===== src/rtl/alu_ctrl.sv =====
// Byte-stream packet controller: echo, 32-bit add and 32-bit xor over a uart rx/tx pair.
// Define ALU_CTRL_ERR_RESP_EN to answer invalid packets with a single 0xEE byte.
module alu_ctrl #(
  parameter int MaxLen = 1024
) (
  input  logic       clk_i,
  input  logic       rst_i,
  input  logic [7:0] rx_tdata_i,
  input  logic       rx_tvalid_i,
  output logic       rx_tready_o,
  output logic [7:0] tx_tdata_o,
  output logic       tx_tvalid_o,
  input  logic       tx_tready_i,
  output logic       busy_o
);

  localparam logic [15:0] MaxLenW = 16'(MaxLen);
  localparam logic [7:0]  OpEcho  = 8'hEC;
  localparam logic [7:0]  OpAdd   = 8'hA0;
  localparam logic [7:0]  OpXor   = 8'hA1;
  localparam logic [7:0]  ErrByte = 8'hEE;

  typedef enum logic [2:0] {
    IDLE, HDR, ECHO_RX, ECHO_TX, OPER, SEND, DRAIN, ERR
  } state_e;

`ifdef ALU_CTRL_ERR_RESP_EN
  localparam state_e ErrExit = ERR;
`else
  localparam state_e ErrExit = IDLE;
`endif

  state_e      state_q, state_d;
  logic [7:0]  opcode_q, opcode_d;
  logic [15:0] len_q, len_d;
  logic [15:0] cnt_q, cnt_d;
  logic [31:0] acc_q, acc_d;
  logic [23:0] opnd_q, opnd_d;
  logic [7:0]  tx_data_q, tx_data_d;
  logic [1:0]  send_idx_q, send_idx_d;

  logic        rx_fire, tx_fire;
  logic [15:0] hdr_len, pay_len;
  logic        len_ok, words_ok, last_pay;
  logic [31:0] opnd_word, acc_new;

  // Outputs are forced quiet while reset is held, not just after the reset edge.
  assign rx_tready_o = !rst_i && (state_q inside {IDLE, HDR, ECHO_RX, OPER, DRAIN});
  assign tx_tvalid_o = !rst_i && (state_q inside {ECHO_TX, SEND, ERR});
  assign tx_tdata_o  = rst_i ? 8'h00 : ((state_q == ERR) ? ErrByte : tx_data_q);
  assign busy_o      = !rst_i && (state_q != IDLE);

  assign rx_fire   = rx_tvalid_i && rx_tready_o;
  assign tx_fire   = tx_tvalid_o && tx_tready_i;
  assign hdr_len   = {rx_tdata_i, len_q[7:0]};
  assign len_ok    = (hdr_len >= 16'd4) && (hdr_len <= MaxLenW);
  assign words_ok  = (hdr_len[1:0] == 2'b00) && (hdr_len != 16'd4);
  assign pay_len   = len_q - 16'd4;
  assign last_pay  = (cnt_q + 16'd1) == pay_len;
  // Little-endian assembly: each new byte enters at the top and shifts earlier ones down.
  assign opnd_word = {rx_tdata_i, opnd_q};
  assign acc_new   = (cnt_q[15:2] == 14'd0) ? opnd_word :
                     (opcode_q == OpAdd)    ? acc_q + opnd_word :
                                              acc_q ^ opnd_word;

  always_comb begin
    // NOTE: every always_comb output gets a default first so no path leaves it unassigned (no latch).
    state_d    = state_q;
    opcode_d   = opcode_q;
    len_d      = len_q;
    cnt_d      = cnt_q;
    acc_d      = acc_q;
    opnd_d     = opnd_q;
    tx_data_d  = tx_data_q;
    send_idx_d = send_idx_q;

    case (state_q)
      IDLE: begin
        if (rx_fire) begin
          opcode_d = rx_tdata_i;
          cnt_d    = 16'd0;
          state_d  = HDR;
        end
      end
      HDR: begin
        // cnt_q indexes the header bytes after the opcode: reserved, length LSB, length MSB.
        if (rx_fire) begin
          cnt_d = cnt_q + 16'd1;
          if (cnt_q == 16'd1) len_d[7:0] = rx_tdata_i;
          if (cnt_q == 16'd2) begin
            len_d = hdr_len;
            cnt_d = 16'd0;
            if (opcode_q == OpEcho && len_ok) begin
              state_d = (hdr_len == 16'd4) ? IDLE : ECHO_RX;
            end else if ((opcode_q == OpAdd || opcode_q == OpXor) && len_ok && words_ok) begin
              state_d = OPER;
            end else begin
              state_d = (hdr_len > 16'd4) ? DRAIN : ErrExit;
            end
          end
        end
      end
      ECHO_RX: begin
        if (rx_fire) begin
          tx_data_d = rx_tdata_i;
          cnt_d     = cnt_q + 16'd1;
          state_d   = ECHO_TX;
        end
      end
      ECHO_TX: begin
        if (tx_fire) state_d = (cnt_q == pay_len) ? IDLE : ECHO_RX;
      end
      OPER: begin
        if (rx_fire) begin
          cnt_d  = cnt_q + 16'd1;
          opnd_d = opnd_word[31:8];
          if (cnt_q[1:0] == 2'd3) acc_d = acc_new;
          if (last_pay) begin
            tx_data_d  = acc_new[7:0];
            send_idx_d = 2'd0;
            state_d    = SEND;
          end
        end
      end
      SEND: begin
        if (tx_fire) begin
          send_idx_d = send_idx_q + 2'd1;
          case (send_idx_q)
            2'd0:    tx_data_d = acc_q[15:8];
            2'd1:    tx_data_d = acc_q[23:16];
            default: tx_data_d = acc_q[31:24];
          endcase
          if (send_idx_q == 2'd3) state_d = IDLE;
        end
      end
      DRAIN: begin
        if (rx_fire) begin
          cnt_d = cnt_q + 16'd1;
          if (last_pay) state_d = ErrExit;
        end
      end
      ERR: begin
        if (tx_fire) state_d = IDLE;
      end
      default: state_d = IDLE;
    endcase
  end

  always_ff @(posedge clk_i) begin
    // NOTE: sequential state uses non-blocking assignments so all flops update from pre-edge values.
    if (rst_i) begin
      state_q    <= IDLE;
      opcode_q   <= 8'h00;
      len_q      <= 16'd0;
      cnt_q      <= 16'd0;
      acc_q      <= 32'd0;
      opnd_q     <= 24'd0;
      tx_data_q  <= 8'h00;
      send_idx_q <= 2'd0;
    end else begin
      state_q    <= state_d;
      opcode_q   <= opcode_d;
      len_q      <= len_d;
      cnt_q      <= cnt_d;
      acc_q      <= acc_d;
      opnd_q     <= opnd_d;
      tx_data_q  <= tx_data_d;
      send_idx_q <= send_idx_d;
    end
  end

endmodule


===== config.mk =====
export PLATFORM = sky130hd
export DESIGN_NAME = alu_ctrl
export DESIGN_NICKNAME = d
export VERILOG_FILES = /design/src/rtl/alu_ctrl.sv
export SDC_FILE = /design/constraint.sdc
export NUM_CORES = 1
export LEC_CHECK = 0
export ABC_AREA = 0
export CORE_MARGIN = 4
export CORE_UTILIZATION = 60
export DETAILED_ROUTE_END_ITERATION = 6
export MAX_ROUTING_LAYER = met4
export PLACE_DENSITY_LB_ADDON = 0.05
export SKIP_LAST_GASP = 1
export SYNTH_ARGS = -nofsm -noshare
export SYNTH_HDL_FRONTEND = slang
export SYNTH_SLANG_ARGS = --single-unit
export TNS_END_PERCENT = 1

===== constraint.sdc =====
create_clock -name clk_i -period 4.6 [get_ports clk_i]
set_input_delay 0.92 -clock clk_i [delete_from_list [all_inputs] [get_ports clk_i]]
set_output_delay 0.92 -clock clk_i [all_outputs]
set_load 0.02 [all_outputs]

==> impl_results.md <==
* Startpoint type of the worst setup path: flip-flop
* CP Class: reg2out
* Initial Util at 61.51%
* Setup WS pre-CTS at 0.9405 ns
* Root buffer cell: clkbuf_16
* Seq/Total Area, Yosys at 28.00%
* Buf/Inv on CP at 1
* # DRC at 0
* Detail Placement HPWL at 16190 um
* Worst-path cell chain: and3_1, nor2_1, nor2_1, clkdlybuf4s50_1
* Crit-path leading delay family: flip-flops
* Avg Vias per Cell at 6.339
* Predominant post-synthesis flop cell: dfxtp_1
* Arrival @ worst endpoint at 2.59 ns
* Die height at 122.0 um
* Yosys cell types at 83
* CTS tree: built
* # IOs at 23
* FFs w/ async S/R, synth at 0%
* Required @ worst endpoint at 3.68 ns
* Full die area at 14880 um^2
* Synth Net Count at 1090
* Most used cell, CP: nor2_1
* Routed Antenna Nets at 0
* Fmax at 0.2846 GHz
* Final hold violations at 0
* All-layer global routing usage at 31.10%
* Fin crit share at 76.38%
* First-pass GRT wire length at 35310 um
* WL/cell at 18.54 um
* Core ar. at 12670 um^2
* Gpl congestion at 0.9773
* Post-CTS Hold Fix Bufs at 0
* Synth Instances at 1037
* Worst-path clk slew at 0.07 ns
* Relative slew slack at 32.20%
* Total power at 1.989 mW
* Vias at 7594
* Synthesized flop and latch total at 109
* Final Skew at 0.009371 ns
* # Post-CTS Setup Buffers at 0
* Share of layout cells above drive strength 1 at 6.043%
* Status: completed
* P&R area growth vs syn at 6.502%
* Ys Warns at 0
* Drt pass-1 iters at 6
* Routed wire length at 22210 um
* Final setup viols at 0
* Slowest cell on crit path: dfxtp_1
* Post_cts resized at 0
* Vias in the first global route at 6652
* Cell row count at 41
* Cell Area, Synth at 7794 um^2
* Largest net degree at the start of global routing at 64
* CTS Sinks at 109
* Initial DRC count at 928
* Crit path setup slack, layout at 1.086 ns
* Min Tclk post-route at 3.514 ns
* Post-synth EDFFs at 0
* RSZ-0062 raised after global routing: false
* Lkg Pwr at 3.038 nW
* H-tree depth at 3
* ANT cells at 0
* Max FO, Critical Path at 30
* Nature of the critical path endpoint: output port
* Fillers at 1187
* Least-Margin Pin Slew at 1.017 ns
* CTS Buffer Depth at 2
* Worst-Skew Late Latency at 0.37 ns
* Slowest Stage Delay on Critical Path at 0.96 ns
* Max Cap Viol at 0
* PwrDens at 239.7 nW/um^2
* Reg2Reg Setup Slack at 1.16 ns
* Fin nets at 1074
* Max VDD drop at 188.0 uV
* Global route total overflow at 0
* Total Neg Setup Slack at 0 ns
* Port Buffers at 22
* Antenna violations before repair at 0
* Final Slew Violations at 0
* CTS Buf Count at 9
* Post-synthesis area per instance at 7.516 um^2
* Die X at 122.0 um
* Hold WC Path Type: reg2reg
==> state kept, by name, indices dropped and copies added, names as in the netlist <==
register and cells:
state_q 3, acc_q 32, send_idx_q 2, opnd_q 24, tx_data_q 8, opcode_q 8
len_q 16, cnt_q 16
==> cell usage in the layout, fill, tap and decap left out, types with 4 or more instances in the layout <==
master	instances
or3_1	10
nor3_1	26
nand2_1	152
dfxtp_1	109
a21o_1	18
ha_1	40
nand4_1	14
nor2_1	133
o21a_1	4
o21ai_0	38
buf_4	16
and3_1	11
a32oi_1	7
xnor2_1	32
xor2_1	25
a22oi_1	15
a211oi_1	17
clkdlybuf4s50_1	21
nor2b_1	8
a221oi_1	4
and2_1	7
a31oi_1	8
clkbuf_16	9
nand3_1	31
nor3b_1	5
o211ai_1	6
o21ai_1	6
a21oi_1	113
mux2i_1	31
a311oi_1	5
inv_1	17
nor4_1	10
==> report_power, final <==
group / internal [mW] / switching (mW)
logic: 0.0740 / 0.129
registers: 0.958 / 0.0267
clock network: 0.426 / 0.376
==> kinds of logic (layout without fill, tap and decap cells) <==
kind of cell	Yosys count	count (layout)	share of synthesized area, %
XOR/XNOR	58	58	6.711
AO/OA/AOI/OAI	269	269	21.69
flip-flops	109	109	28.00
multiplexers	35	35	4.591
adder cells (fa/ha/maj)	41	41	6.678
buffers and inverters	81	70	5.185
AND/OR/NAND/NOR	444	444	27.15
==> cell type report <==
type	instances	area [um^2]	share of cell area [%]
clock inverter	5	60.06	0.7235
multi-input combinational	847	5216	62.84
sequential	109	2182	26.29
timing repair buffer	37	330.3	3.980
inverter	17	63.81	0.7688
clock buffer	11	232.7	2.804
tap	172	215.2	2.593
==> per-layer routing <==
metal	vias up	global-route usage [%]	wire, um
met5	-	-	0
met4	0	9.384	427
met3	35	5.571	1782
met2	306	43.99	9579
met1	3574	45.10	10420
li1	3679	-	-
==> final timing paths <==
check	end	cells after the start	startpoint
setup / recovery	tx_tdata_o[6]	4	state_q[0]
hold / removal	tx_data_q[2]	2	tx_data_q[2]
setup reg to reg	acc_q[26]	11	opnd_q[0]
hold reg to reg	tx_data_q[2]	2	tx_data_q[2]
==> cell usage after synthesis, types with 17 or more instances <==
| cell type | instances | area [um^2] |
|---|---|---|
| a21oi_1 | 113 | 565.5 |
| o21ai_0 | 38 | 190.2 |
| nand3_1 | 31 | 155.2 |
| dfxtp_1 | 109 | 2182 |
| nand2_1 | 152 | 570.6 |
| nor3_1 | 26 | 130.1 |
| a211oi_1 | 17 | 127.6 |
| nor2_1 | 134 | 503.0 |
| clkbuf_1 | 45 | 168.9 |
| inv_1 | 17 | 63.81 |
| xor2_1 | 25 | 219.0 |
| ha_1 | 40 | 500.5 |
| a21o_1 | 18 | 135.1 |
| xnor2_1 | 32 | 280.3 |
| mux2i_1 | 31 | 310.3 |
==> worst register-to-register path, stage by stage (launching register included) <==
cell and delay [ns]:
dfxtp_1 0.33, ha_1 0.21, fa_1 0.39, a21o_1 0.19, a221o_1 0.35, a21oi_1 0.44, o211ai_1 0.28, a2111oi_0 0.49
nor3_1 0.12, xnor2_1 0.16, a222oi_1 0.30, nor2_1 0.06
==> stage by stage <==
| step | std cells | hold WS, ns | instance area [um^2] | utilization (%) |
|---|---|---|---|---|
| 2_1_floorplan | 1037 | 0.4299 | 7794 | - |
| 3_3_place_gp | 1182 | 0.4454 | 8008 | 63.20 |
| 3_5_place_dp | 1182 | 0.4559 | 8008 | 63.20 |
| 4_1_cts | 1198 | 0.4659 | 8300 | 65.51 |
| 5_1_grt | 1198 | 0.4928 | 8300 | 65.51 |
| 6_report | 1198 | 0.4670 | 8300 | 65.51 |
Note: power is estimated with default switching activity, not from simulation.
